**config.mk**
```make
export PLATFORM = sky130hd
export DESIGN_NAME = nor_settle_timer
export DESIGN_NICKNAME = d
export VERILOG_FILES = /design/src/rtl/nor_settle_timer.sv
export SDC_FILE = /design/constraint.sdc
export NUM_CORES = 1
export LEC_CHECK = 0
export CAP_MARGIN = 20
export CORE_AREA = 2 2 39 41
export DETAILED_ROUTE_END_ITERATION = 7
export DIE_AREA = 0 0 41 43
export PLACE_DENSITY = 0.31
export SETUP_SLACK_MARGIN = 0.15
export SLEW_MARGIN = 20
export SYNTH_ARGS = -nofsm -noshare
export SYNTH_HDL_FRONTEND = slang
export SYNTH_SLANG_ARGS = --single-unit
```
**constraint.sdc**
```tcl
create_clock -name clk -period 1.1 [get_ports clk]
set_clock_uncertainty 0.05 [all_clocks]
set_input_delay 0.22 -clock clk [delete_from_list [all_inputs] [get_ports clk]]
set_output_delay 0.22 -clock clk [all_outputs]
set_load 0.01 [all_outputs]
```
**src/rtl/nor_settle_timer.sv**
```systemverilog
// Settle-time down-counter: load a value, count down to zero, flag zero.
// Latency: o_zero reflects the registered count (valid the cycle after a load).
// Backpressure: none; load takes priority over decrement, count stops at zero.
module nor_settle_timer #(
  parameter int W = 2
) (
  input  logic         clk,
  input  logic         rst,
  input  logic         i_load,
  input  logic [W-1:0] i_load_val,
  input  logic         i_dec,
  output logic         o_zero
);

  logic [W-1:0] r_cnt;

  // Count register: load overrides, otherwise decrement while non-zero.
  always_ff @(posedge clk) begin
    if (rst) begin
      r_cnt <= '0;
    end else if (i_load) begin
      r_cnt <= i_load_val;
    end else if (i_dec && (r_cnt != '0)) begin
      r_cnt <= r_cnt - 1'b1;
    end
  end

  assign o_zero = (r_cnt == '0);

endmodule

```
==> flow_summary.json <==
{
  "dieArea_um2": 1763,
  "violations": "setup timing",
  "worst_slew_pin_slew_ns": 0.1552,
  "regMostFlops": "r_cnt",
  "final_hold_viol_count": 0,
  "slew_headroom": 0.8961,
  "min_from": "i_load_val[1]",
  "ctsRootBufferMaster": "clkbuf_4",
  "grt_pass1_vias": 152,
  "critPathMaxStageDelay_ns": 0.32,
  "cp-end-kind": "flip-flop",
  "timing.rr.end": "r_cnt[0]",
  "wl_per_cell_um": 6.780,
  "timing.final.ws_setup_ns": -0.04266,
  "synth-edff-count": 0,
  "syn2layout_area_growth_pct": 109.9,
  "syn_nets": 21,
  "arrival_ns": 1.23,
  "powerDensity_nw_per_um2": 1282,
  "first_pass_iters": 1,
  "antenna_found_initial": 0,
  "post-route-min-period_ns": 1.143,
  "max_cap_viol_count": 0,
  "r2r_cells": 6,
  "largest_reg_flops": 2,
  "syn_inst": 14,
  "ir_drop_uv": 437.6,
  "crit_slowest_cell": "dfxtp_2",
  "synth.largest_area_cell": "dfxtp_1",
  "crit_type": "flip-flop to flip-flop",
  "gr-total-overflow": 0,
  "hold_end": "r_cnt[1]",
  "clk_path_buf_depth": 2,
  "hold_slack_ns": 0.5084,
  "placed_area_um2": 229.0,
  "fin_total_pwr_uw": 340.0,
  "gp_congestion": 0.5408,
  "fin_area_um2": 265.3,
  "ff_latch_area_um2": 42.54,
  "wl_um": 278,
  "rsz0062_at_grt": "yes",
  "drt_iter0_markers": 0,
  "start_util": 0.09132,
  "crit-reg2reg-launch": "r_cnt[0]",
  "gr-usage-all-layers": 0.04404,
  "yosysTopAreaCellShare": 0.3168,
  "portBuffers": 6,
  "avgSynthCellArea_um2": 9.027,
  "drive_above_1_share": 0.5600,
  "rows": 14,
  "synth_area_um2": 126.4,
  "utilization": 0.1917,
  "cts_buffers": 3,
  "ant_nets": 0,
  "start_kind": "flip-flop",
  "ys_seq_area_frac": 0.3168,
  "ys_top_cells_by_area": "dfxtp_1 (32%), nor2b_4 (11%), a211oi_2 (9.9%), ha_1 (9.9%), inv_1 (8.9%)",
  "clock-sinks": 2,
  "synthTopCellsByCount": "inv_1 (3), dfxtp_1 (2)",
  "multi_input_area_um2": 95.09,
  "dp_slack_ns": -0.1962,
  "diodes": 0,
  "synth_cell_types": 11,
  "htree_levels": 1,
  "ff2ff_setup_slack_ns": -0.04,
  "leakagePower_nw": 0.1046,
  "outcome": "complete, but fails checks",
  "setup_violations": 3,
  "cp_max_fo": 2,
  "cts_hold_buf": 0,
  "coreArea_um2": 1384,
  "die_w_um": 41,
  "worstPathRequired_ns": 1.19,
  "io_pins": 7,
  "dp.cells": 37,
  "path_clk_slew_ns": 0.03,
  "layout.nets": 34,
  "cp_cell_sequence": "inv_2, ha_4, buf_6, nor2b_4, xnor2_2, a211oi_2",
  "final_cells": 41,
  "grt_max_degree": 4,
  "hpwlAfterDp_um": 209.9,
  "vias": 125,
  "drc": 0,
  "fin_crit_sh": 1.039,
  "hold_depth": 3,
  "clock_latency_ns": 0.22,
  "grt_pass1_wl_um": 462,
  "synth-seq-cells": 2,
  "fin_tns_setup_ns": -0.1106,
  "reg_top3": "r_cnt x2",
  "synth.most_common_cell": "inv_1",
  "synthArstFlopShare": 0,
  "synth-warning-count": 0,
  "slew_violations": 0,
  "synthFlopType": "dfxtp_1",
  "viasPerCell": 3.049,
  "cts_tree": "yes",
  "fmaxAchievable_mhz": 875.1,
  "die_y_um": 43,
  "hp-class": "input port to flip-flop",
  "n_fill_cell": 159
}
-- per-layer routing --
layer	GRT usage	vias up	share of wire
met5	0	-	0
met3	0.01571	0	0.13
met1	0.04140	50	0.44
li1	-	68	-
met4	0.08000	0	0
met2	0.05000	7	0.42
-- how the worst max path moves through the flow --
| stage | from | endpoint | slack (ns) | depth (start not counted) |
|---|---|---|---|---|
| 6_report | r_cnt[0] | r_cnt[0] | -0.04 | 6 |
| 5_1_grt | r_cnt[1] | r_cnt[0] | -0.09 | 6 |
| 4_1_cts | r_cnt[0] | r_cnt[0] | -0.06 | 6 |
| 3_5_place_dp | i_dec | r_cnt[0] | -0.20 | 4 |
| 3_3_place_gp | r_cnt[1] | o_zero | -0.18 | 3 |
| 2_1_floorplan | r_cnt[0] | r_cnt[0] | 0.07 | 5 |
-- power by group --
part	switching, mW	internal [mW]	leakage [nW]
clock	0.0412	0.120	0.0138
combinational	0.0350	0.0588	0.0736
sequential	0.00407	0.0806	0.0172
total	0.0803	0.260	0.105
-- cell usage in the layout (no fill, tap or decap), drive strengths merged, types with 2 or more instances in the layout --
cell,netlist,final
clkdlybuf4s50,0,5
dfxtp,2,2
buf,0,3
inv,3,3
clkbuf,0,3
-- repair_timing --
item	in CTS	in global routing
gates resized for setup	6	0
gates cloned	0	0
buffers inserted	1	0
setup endpoints to repair	3	3
pin swaps	3	2
-- area by class of cell --
class	instances	share of cell area
sequential	2	0.1604
inverter	3	0.04245
multi-input combinational	9	0.3585
tap	16	0.07547
clock buffer	3	0.08491
timing repair buffer	8	0.2783
-- critical path, delay by kind of cell (launching register included) --
kind            cells  cell delay [ns]
compound gates      1             0.17
flops               1             0.32
xor+xnor            1             0.09
fa+ha+maj           1             0.15
buf+inv             2             0.15
simple gates        1             0.13
-- cells by family (layout without fill, tap and decap cells) --
logic type / after synthesis / after routing / synth area share
and+or+nand+nor: 4 / 4 / 0.2277
AOI/OAI and AO/OA: 3 / 3 / 0.1980
buffers and inverters: 3 / 14 / 0.08910
DFF: 2 / 2 / 0.3168
adders and majority gates: 1 / 1 / 0.09899
xor gates and xnor gates: 1 / 1 / 0.06932
Note: power is estimated with default switching activity, not from simulation.
